==> config.mk <==
export PLATFORM = sky130hd
export DESIGN_NAME = rv32im_muldiv_issue
export DESIGN_NICKNAME = d
export VERILOG_FILES = /design/src/rtl/rv32im_pkg.sv /design/src/rtl/rv32im_md_lastcache.sv /design/src/rtl/rv32im_muldiv_issue.sv
export SDC_FILE = /design/constraint.sdc
export NUM_CORES = 1
export LEC_CHECK = 0
export BUFFER_PORTS_ARGS = -buffer_cell sky130_fd_sc_hd__buf_2
export CORE_MARGIN = 2
export CORE_UTILIZATION = 30
export DETAILED_ROUTE_END_ITERATION = 8
export PLACE_DENSITY_LB_ADDON = 0.12
export SLEW_MARGIN = 20
export SYNTH_ARGS = -nofsm -noshare
export SYNTH_HDL_FRONTEND = slang
export SYNTH_SLANG_ARGS = --single-unit
==> constraint.sdc <==
create_clock -name clk_i -period 8.15 [get_ports clk_i]
set_clock_uncertainty 0.1 [all_clocks]
set_input_delay 1.2225 -clock clk_i [delete_from_list [all_inputs] [get_ports clk_i]]
set_output_delay 1.2225 -clock clk_i [all_outputs]
set_load 0.02 [all_outputs]
==> src/rtl/rv32im_pkg.sv <==
`default_nettype none
// ============================================================================
// Module      : rv32im_pkg
// Description : Shared definitions for the RV32IM multiply/divide issue logic:
//               M-extension funct3 encodings and the issue FSM state type.
// Revision    : 1.0 - initial release
// ============================================================================
package rv32im_pkg;

  localparam int FUNCT3_W = 3;

  // M-extension funct3 encodings
  localparam logic [FUNCT3_W-1:0] MUL    = 3'b000;
  localparam logic [FUNCT3_W-1:0] MULH   = 3'b001;
  localparam logic [FUNCT3_W-1:0] MULHSU = 3'b010;
  localparam logic [FUNCT3_W-1:0] MULHU  = 3'b011;
  localparam logic [FUNCT3_W-1:0] DIV    = 3'b100;
  localparam logic [FUNCT3_W-1:0] DIVU   = 3'b101;
  localparam logic [FUNCT3_W-1:0] REM    = 3'b110;
  localparam logic [FUNCT3_W-1:0] REMU   = 3'b111;

  // Issue sequencer states
  typedef enum logic [1:0] {
    ST_IDLE   = 2'd0,
    ST_LAUNCH = 2'd1,
    ST_WAIT   = 2'd2,
    ST_WRITE  = 2'd3
  } issue_state_e;

endpackage
`default_nettype wire

==> src/rtl/rv32im_md_lastcache.sv <==
`default_nettype none
// ============================================================================
// Module      : rv32im_md_lastcache
// Description : One-entry last-result cache. Tag is funct3 plus both source
//               operands; a hit needs a valid entry and an exact tag match.
//               Only reset invalidates the entry.
// Revision    : 1.0 - initial release
// ============================================================================
module rv32im_md_lastcache
  import rv32im_pkg::*;
#(
  parameter int XLEN = 32
) (
  input  logic                clk_i,
  input  logic                reset_i,
  // lookup side (combinational compare against the incoming instruction)
  input  logic [FUNCT3_W-1:0] lookup_funct3_i,
  input  logic [XLEN-1:0]     lookup_rs1_i,
  input  logic [XLEN-1:0]     lookup_rs2_i,
  output logic                hit_o,
  output logic [XLEN-1:0]     data_o,
  // update side
  input  logic                upd_en_i,
  input  logic [FUNCT3_W-1:0] upd_funct3_i,
  input  logic [XLEN-1:0]     upd_rs1_i,
  input  logic [XLEN-1:0]     upd_rs2_i,
  input  logic [XLEN-1:0]     upd_data_i
);

  logic                valid_q;
  logic [FUNCT3_W-1:0] tag_f3_q;
  logic [XLEN-1:0]     tag_rs1_q;
  logic [XLEN-1:0]     tag_rs2_q;
  logic [XLEN-1:0]     data_q;

  // Entry storage: cleared by reset, overwritten on every update
  always_ff @(posedge clk_i or posedge reset_i) begin
    if (reset_i) begin
      valid_q   <= 1'b0;
      tag_f3_q  <= '0;
      tag_rs1_q <= '0;
      tag_rs2_q <= '0;
      data_q    <= '0;
    end else if (upd_en_i) begin
      valid_q   <= 1'b1;
      tag_f3_q  <= upd_funct3_i;
      tag_rs1_q <= upd_rs1_i;
      tag_rs2_q <= upd_rs2_i;
      data_q    <= upd_data_i;
    end
  end

  assign hit_o  = valid_q
                  && (tag_f3_q  == lookup_funct3_i)
                  && (tag_rs1_q == lookup_rs1_i)
                  && (tag_rs2_q == lookup_rs2_i);
  assign data_o = data_q;

endmodule
`default_nettype wire

==> src/rtl/rv32im_muldiv_issue.sv <==
`default_nettype none
// ============================================================================
// Module      : rv32im_muldiv_issue
// Description : Issue/writeback sequencer in front of rv32im_muldiv. Accepts
//               one M instruction at a time, launches it with a one-cycle
//               strobe, waits (with timeout) for the result and drives the
//               register-file write port. Repeated identical operations are
//               served from a one-entry last-result cache.
// Revision    : 1.0 - initial release
// ============================================================================
module rv32im_muldiv_issue
  import rv32im_pkg::*;
#(
  parameter int XLEN    = 32,
  parameter int TIMEOUT = 63
) (
  input  logic                clk_i,
  input  logic                reset_i,
  // decoder side
  input  logic                issue_valid_i,
  output logic                issue_ready_o,
  input  logic [FUNCT3_W-1:0] funct3_i,
  input  logic [4:0]          rd_i,
  input  logic [XLEN-1:0]     rs1_val_i,
  input  logic [XLEN-1:0]     rs2_val_i,
  input  logic                flush_i,
  // muldiv unit side
  output logic [FUNCT3_W-1:0] md_operation_o,
  output logic [XLEN-1:0]     md_operand1_o,
  output logic [XLEN-1:0]     md_operand2_o,
  output logic                md_data_ready_o,
  output logic                md_clear_o,
  output logic                md_writeback_ce_o,
  input  logic [XLEN-1:0]     md_result_i,
  input  logic                md_data_ready_i,
  // register-file write port
  output logic                wb_valid_o,
  output logic [4:0]          wb_rd_o,
  output logic [XLEN-1:0]     wb_data_o,
  input  logic                wb_ack_i,
  // status
  output logic                stall_o,
  output logic                err_o
);

  localparam int             CNT_W     = 7;
  localparam logic [CNT_W-1:0] TIMEOUT_C = CNT_W'(TIMEOUT);

  issue_state_e        state_q, state_d;

  logic [FUNCT3_W-1:0] funct3_q, funct3_d;
  logic [4:0]          rd_q, rd_d;
  logic [XLEN-1:0]     op1_q, op1_d;
  logic [XLEN-1:0]     op2_q, op2_d;
  logic                strobe_q, strobe_d;
  logic                clear_q, clear_d;
  logic                wbce_q, wbce_d;
  logic                wb_valid_q, wb_valid_d;
  logic [XLEN-1:0]     wb_data_q, wb_data_d;
  logic                err_q, err_d;
  logic [CNT_W-1:0]    cnt_q, cnt_d;

  logic                cache_upd;
  logic                cache_hit;
  logic [XLEN-1:0]     cache_data;
  logic [CNT_W-1:0]    cnt_inc;

  // WAIT cycles elapsed including the current one
  assign cnt_inc = cnt_q + CNT_W'(1);

  rv32im_md_lastcache #(
    .XLEN (XLEN)
  ) u_lastcache (
    .clk_i           (clk_i),
    .reset_i         (reset_i),
    .lookup_funct3_i (funct3_i),
    .lookup_rs1_i    (rs1_val_i),
    .lookup_rs2_i    (rs2_val_i),
    .hit_o           (cache_hit),
    .data_o          (cache_data),
    .upd_en_i        (cache_upd),
    .upd_funct3_i    (funct3_q),
    .upd_rs1_i       (op1_q),
    .upd_rs2_i       (op2_q),
    .upd_data_i      (md_result_i)
  );

  // Next-state and registered-output logic; flush overrides every state
  always_comb begin
    state_d    = state_q;
    funct3_d   = funct3_q;
    rd_d       = rd_q;
    op1_d      = op1_q;
    op2_d      = op2_q;
    strobe_d   = 1'b0;
    clear_d    = 1'b0;
    wbce_d     = 1'b0;
    wb_valid_d = wb_valid_q;
    wb_data_d  = wb_data_q;
    err_d      = err_q;
    cnt_d      = cnt_q;
    cache_upd  = 1'b0;

    unique case (state_q)
      ST_IDLE: begin
        if (issue_valid_i && !flush_i) begin
          funct3_d = funct3_i;
          rd_d     = rd_i;
          op1_d    = rs1_val_i;
          op2_d    = rs2_val_i;
          if (rd_i == 5'd0) begin
            // writes to x0 are architecturally void: drop silently
            state_d = ST_IDLE;
          end else if (cache_hit) begin
            wb_data_d  = cache_data;
            wb_valid_d = 1'b1;
            state_d    = ST_WRITE;
          end else begin
            strobe_d = 1'b1;
            state_d  = ST_LAUNCH;
          end
        end
      end

      ST_LAUNCH: begin
        if (flush_i) begin
          clear_d    = 1'b1;
          wb_valid_d = 1'b0;
          state_d    = ST_IDLE;
        end else begin
          cnt_d   = '0;
          state_d = ST_WAIT;
        end
      end

      ST_WAIT: begin
        if (flush_i) begin
          // a result arriving together with the flush is discarded
          clear_d    = 1'b1;
          wb_valid_d = 1'b0;
          state_d    = ST_IDLE;
        end else if (md_data_ready_i) begin
          wb_data_d  = md_result_i;
          wb_valid_d = 1'b1;
          wbce_d     = 1'b1;
          cache_upd  = 1'b1;
          state_d    = ST_WRITE;
        end else if (cnt_inc == TIMEOUT_C) begin
          // abort: write zero, flag the error, reset the unit, keep cache
          wb_data_d  = '0;
          wb_valid_d = 1'b1;
          err_d      = 1'b1;
          clear_d    = 1'b1;
          state_d    = ST_WRITE;
        end else begin
          cnt_d = cnt_inc;
        end
      end

      ST_WRITE: begin
        if (flush_i || wb_ack_i) begin
          wb_valid_d = 1'b0;
          state_d    = ST_IDLE;
        end
      end

      default: begin
        wb_valid_d = 1'b0;
        state_d    = ST_IDLE;
      end
    endcase
  end

  // FSM state register
  always_ff @(posedge clk_i or posedge reset_i) begin
    if (reset_i) begin
      state_q <= ST_IDLE;
    end else begin
      state_q <= state_d;
    end
  end

  // Latched instruction, registered outputs and timeout counter
  always_ff @(posedge clk_i or posedge reset_i) begin
    if (reset_i) begin
      funct3_q   <= '0;
      rd_q       <= '0;
      op1_q      <= '0;
      op2_q      <= '0;
      strobe_q   <= 1'b0;
      clear_q    <= 1'b0;
      wbce_q     <= 1'b0;
      wb_valid_q <= 1'b0;
      wb_data_q  <= '0;
      err_q      <= 1'b0;
      cnt_q      <= '0;
    end else begin
      funct3_q   <= funct3_d;
      rd_q       <= rd_d;
      op1_q      <= op1_d;
      op2_q      <= op2_d;
      strobe_q   <= strobe_d;
      clear_q    <= clear_d;
      wbce_q     <= wbce_d;
      wb_valid_q <= wb_valid_d;
      wb_data_q  <= wb_data_d;
      err_q      <= err_d;
      cnt_q      <= cnt_d;
    end
  end

  assign issue_ready_o     = (state_q == ST_IDLE);
  assign stall_o           = (state_q != ST_IDLE);
  assign md_operation_o    = funct3_q;
  assign md_operand1_o     = op1_q;
  assign md_operand2_o     = op2_q;
  assign md_data_ready_o   = strobe_q;
  assign md_clear_o        = clear_q;
  assign md_writeback_ce_o = wbce_q;
  assign wb_valid_o        = wb_valid_q;
  assign wb_rd_o           = rd_q;
  assign wb_data_o         = wb_data_q;
  assign err_o             = err_q;

endmodule
`default_nettype wire

Word level (Yosys, flattened, before mapping)
Cells that the tools add are included.
- add/subtract/negate cells: 1
- multiply operators: 0
- div/mod/pow operators: 0
- order comparisons: 0
- equality and inequality tests: 18
- shifts and indexed selects: 0
- mux-type cells: 42
- bitwise gates (word level): 2
- reductions and logical operators: 17
- operators with widths (cell ; count):
    two-way mux 32 bit ; 6
    equality test 32 bit ; 2
    case mux 32 bit (2 select lines) ; 1
    two-way mux 7 bit ; 4
    two-way mux 1 bit ; 19
    two-way mux 2 bit ; 8
    != test 2 bit (second input constant) ; 7
    case mux 7 bit (2 select lines) ; 1
    AND reduction 6 bit ; 2
    case mux 2 bit (4 select lines) ; 1
    adder 7 x 1 -> 7 bit (second input constant) ; 1
    equality test 7 x 6 -> 1 bit (second input constant) ; 1
    nonzero test 2 bit ; 3
    zero test 5 bit ; 1
    AND reduction 5 bit ; 1
    equality test 2 bit (second input constant) ; 2
    logical AND 1 bit ; 4
    != test 2 x 1 -> 1 bit (second input constant) ; 2
    != test 4 bit (second input constant) ; 1
    case mux 1 bit (4 select lines) ; 1
    AND reduction 4 bit ; 1
    equality test 3 bit ; 1
    != test 3 bit (second input constant) ; 1
    AND reduction 3 bit ; 1
    other kinds (7) ; 8
- bits in registers: 218
- bits in latches: 0
- memory bits (writable): 0
- ROM bits: 0
- bits of input ports: 110
- logic and storage cells: 97
- memories: 0

Depth between registers and ports, before layout
- depth after elaboration: 8
- gate-level depth with buffers: 10

By module
A second synthesis with hierarchy kept.
- cell total of the unflattened synthesis: 749
- area, all modules: 9811.9 um2
- by module, submodules not included (module ; times used ; cells each ; area an instance (um2)):
    rv32im_muldiv_issue ; 1 ; 426 ; 5366.4
    rv32im_md_lastcache ; 1 ; 323 ; 4445.5

Least setup slack after synthesis
OpenSTA, ideal clock, no wires.
- kind: input -> register
- start: in rs1_val_i[5]
- end: reg wb_data_q[0] (netlist: wb_data_o[0])
- data arrival time: 2.776 ns
- required time: 7.925 ns
- setup slack: 5.149 ns
- stages: 8
- path buffers: 1
- path through: nor2b_1 -> a2111o_1 -> nor4_1 -> nand4_1 -> nand2_1 -> nand3_4 -> buf_6 -> mux2_4
- cells in the longest elaborated chain, start to end: 5
- RTL lines (element ; RTL line ; RTL):
    start, declared ; rv32im_muldiv_issue.sv:24 ; input logic [XLEN-1:0] rs1_val_i,
    equality test 32 bit ; rv32im_md_lastcache.sv:55 ; && (tag_rs1_q == lookup_rs1_i)
    logical AND 1 bit ; rv32im_md_lastcache.sv:55 ;
    logical AND 1 bit ; rv32im_md_lastcache.sv:56 ; && (tag_rs2_q == lookup_rs2_i);
    != test 2 x 1 -> 1 bit (no source line) ; - ;
    AND reduction 6 bit (no source line) ; - ;
    end signal, assigned ; rv32im_muldiv_issue.sv:206 ; wb_data_q <= wb_data_d;
    end, declared ; rv32im_muldiv_issue.sv:59 ; logic [XLEN-1:0] wb_data_q, wb_data_d;
Every way passes these cells.
A chain may end at the register's enable or synchronous reset.

Final worst setup path
- start: in md_data_ready_i
- end: reg u_lastcache.data_q[24] (netlist: u_lastcache.data_o[24])
- cells in the longest elaborated chain, start to end: 3
- RTL lines (element ; RTL line ; RTL):
    start, declared ; rv32im_muldiv_issue.sv:35 ; input logic md_data_ready_i,
    two-way mux 1 bit ; rv32im_muldiv_issue.sv:142 ; end else if (md_data_ready_i) begin
    two-way mux 1 bit ; rv32im_muldiv_issue.sv:137 ; if (flush_i) begin
    two-way mux 1 bit ; rv32im_muldiv_issue.sv:104 ; unique case (state_q)
    end signal, assigned ; rv32im_md_lastcache.sv:49 ; data_q <= upd_data_i;
    end, declared ; rv32im_md_lastcache.sv:34 ; logic [XLEN-1:0] data_q;
Every way passes these cells.

==> out/metrics.yaml <==
worst_hold_path:
  hold_path_end: "err_o"
  timing.hold.worst.class: "register to register"
  timing.hold.worst.start: "err_o"
  hold_depth: 1
setup_path:
  timing.critical_path.from_type: "primary input"
  timing.critical_path.slowest_stage_cell: "sky130_fd_sc_hd__nand2_4"
  timing.critical_path.arrival_ns: 3.92
  worst-path-max-fanout: 62
  required_time_of_the_critical_path_ns: 8.43
  r2r_path_end: "u_lastcache.data_o[24]"
  setup.worst_path.end_class: "register"
  setup_slack_of_the_worst_register_to_register_path_ns: 4.95
  worstRegToRegCells: 8
  timing.critical_path.cells: "buf_2, nand2_4, inv_2, buf_4, o21ai_0"
  cp_slowest_stage_delay_ns: 0.73
  critical_path_class: "primary input to register"
  crit-reg2reg-launch: "state_q[0]"
clock_tree:
  post_cts.repair.setup_buffers: 0
  clk_path_buf_depth: 3
  tritoncts: "yes"
  clock_transition_time_at_the_flip_flop_clock_pins_of_the_worst_setup_and_hold_paths_ns: 0.05
  cts-htree-levels: 1
  cts_hold_repair.buffers: 0
  clock_sinks: 218
  post_cts_resize_count: 0
  master_cell_of_the_clock_root_buffer: "sky130_fd_sc_hd__clkbuf_16"
  worst_skew_pair.late_latency_ns: 0.53
  numCtsBuffers: 26
die:
  rows: 65
  die_height_um: 184
  die_width_um: 184
  dieArea_um2: 33900
  ios: 221
  start_util_pct: 30.7
  floorplan.core_area_um2: 31700
yosys:
  netlist_area_um2: 9730
  postSynth.asyncResetShare_pct: 100
  synth_top_cells_by_area: "sky130_fd_sc_hd__dfrtp_1, sky130_fd_sc_hd__mux2_2, sky130_fd_sc_hd__mux2_4"
  ys_types: 37
  netlist_instances: 806
  post-synth-top-area-fraction_pct: 56.1
  ys_top_cells_by_count: "sky130_fd_sc_hd__dfrtp_1, sky130_fd_sc_hd__mux2_2, sky130_fd_sc_hd__o21ai_0"
  synth_fp_nets: 922
  synth_edf_count: 0
  yosysSeqAreaShare_pct: 56.1
  synth.ff_latch_count: 218
  yosys.area.top_type: "sky130_fd_sc_hd__dfrtp_1"
  yosys.cell_count.top_type: "sky130_fd_sc_hd__dfrtp_1"
  synthesis.yosys.warnings: 0
  ys.flop_type: "sky130_fd_sc_hd__dfrtp_1"
  syn_avg_cell_area_um2: 12.1
sta:
  clock.fmax_mhz: 275
  setup_repair_after_global_routing_missed_its_margin: "no"
  timing_worst_slew_pin_value_ns: 0.958
  timing_max_transition_violations_final: 0
  setup_viol: 0
  min_period_over_period_pct: 44.7
  setup_tns_ns: 0
  fin_crit_ns: 3.64
  max-slew-margin-rel_pct: 36.1
  final-hold-violation-count: 0
route:
  routed_wirelength_mm: 24.7
  drt_iter0_drc: 226
  post-route-drc-count: 0
  vias_per_instance: 4.62
  routedWlPerCell_um: 17.1
  num_vias: 6653
  ant_nets: 0
  drt_pass1_iterations: 4
power:
  total_design_power_w: 0.00442
  cellLeakagePower_nw: 5.85
  irDropWorstVdd_mv: 0.199
  power_density_nw_per_um2: 364
placement:
  buffers_on_ports: 220
  place.gp.congestion: 0.696
  place_hpwl_mm: 16.7
layout:
  syn2layout_area_growth_pct: 24.8
  nNetsFinal: 1132
  share_of_layout_cells_above_drive_strength_1_pct: 41.6
global_route:
  grt_remaining_overflow: 0
  via_count_of_the_first_global_routing_pass: 6687
  first_pass_grt_wire_length_mm: 38.2
  antenna_found_initial: 8
  grt_max_degree: 124
  grt_use_total_pct: 14.4
flow_run:
  max_cap_violations: 0
outcome:
  run_status: "finished, final reports clean"
metal layers:
| metal | vias up | GRT usage, % | part of all wire, % |
|---|---|---|---|
| li1 | 3200 | - | - |
| met1 | 3221 | 18.8 | 45 |
| met2 | 183 | 22.9 | 45 |
| met3 | 39 | 5.39 | 8.5 |
| met4 | 10 | 2.75 | 1.7 |
| met5 | - | 0 | 0.21 |
placed cells by master (no fill, tap or decap), drive strengths merged, types with 6 or more instances in the layout:
cell type	n
buf	224
dfrtp	218
mux2	159
o21ai	89
nand2	57
inv	52
xnor2	44
nand3	38
clkbuf	38
nor2	14
nand4	14
nor2b	13
xor2	9
nand2b	8
nor4	7
o31ai	6
ha	6
worst max-delay path: cells and delay by family:
family	cells	cell delay (ns)
and+or+nand+nor	1	0.73
AOI/OAI and AO/OA	1	0.15
buffers and inverters	3	1.74
registers in the layout (all words and copies together) (netlist names):
| register | count |
|---|---|
| wb_data_o | 32 |
| md_operand1_o | 32 |
| md_data_ready_o | 1 |
| err_o | 1 |
| state_q | 2 |
| md_clear_o | 1 |
| wb_valid_o | 1 |
| u_lastcache.tag_rs2_q | 32 |
| cnt_q | 7 |
| u_lastcache.data_o | 32 |
| u_lastcache.tag_f3_q | 3 |
| u_lastcache.tag_rs1_q | 32 |
| wb_rd_o | 5 |
| u_lastcache.valid_q | 1 |
| md_writeback_ce_o | 1 |
| md_operand2_o | 32 |
| md_operation_o | 3 |
how the worst max path moves through the flow:
stage,end,depth (start not counted),slack (ns),start
after detailed placement,u_lastcache.data_o[14],5,3.89,md_data_ready_i
after floorplan,cnt_q[0],1,0.86,reset_i
after CTS,u_lastcache.data_o[14],5,4.45,md_data_ready_i
after global routing,u_lastcache.data_o[27],5,4.23,md_data_ready_i
after global placement,u_lastcache.data_o[13],5,3.91,md_data_ready_i
final,u_lastcache.data_o[24],5,4.51,md_data_ready_i
final cells by class:
type                            count  area [µm²]
Clock inverter                      8         143
Tap cell                          402         503
Clock buffer                       38         777
Sequential cell                   218        5460
Antenna cell                        4        10.0
Fill cell                        3188       19600
Timing Repair Buffer              224        1130
Multi-Input combinational cell    494        3920
Inverter                           52         203
logic make-up after synthesis:
group / count (synthesis) / share of synthesized area, %
compound gates: 114 / 6.60
xor+xnor: 53 / 4.77
fa+ha+maj: 6 / 0.772
buf+inv: 94 / 3.90
flops: 218 / 56.1
mux: 162 / 19.9
simple gates: 159 / 8.01
through the flow:
stage	utilization (%)	area (µm²)	setup slack [ns]	hold slack, ns	std cells
after global placement	35.3	11200	3.91	0.341	1390
after floorplan	-	9730	0.863	0.334	806
after detailed placement	35.3	11200	3.89	0.345	1390
after CTS	38.2	12100	4.45	0.362	1436
final	38.3	12100	4.51	0.354	1440
after global routing	38.3	12100	4.23	0.368	1437
report_power, final:
part / leakage (nW) / switching (W) / internal [W]
Clock: 0.450 / 0.000461 / 0.000782
Sequential: 2.72 / 0.000251 / 0.00152
Combinational: 2.68 / 0.000780 / 0.000630
Total: 5.85 / 0.00149 / 0.00293
Note: power is estimated with default switching activity, not from simulation.
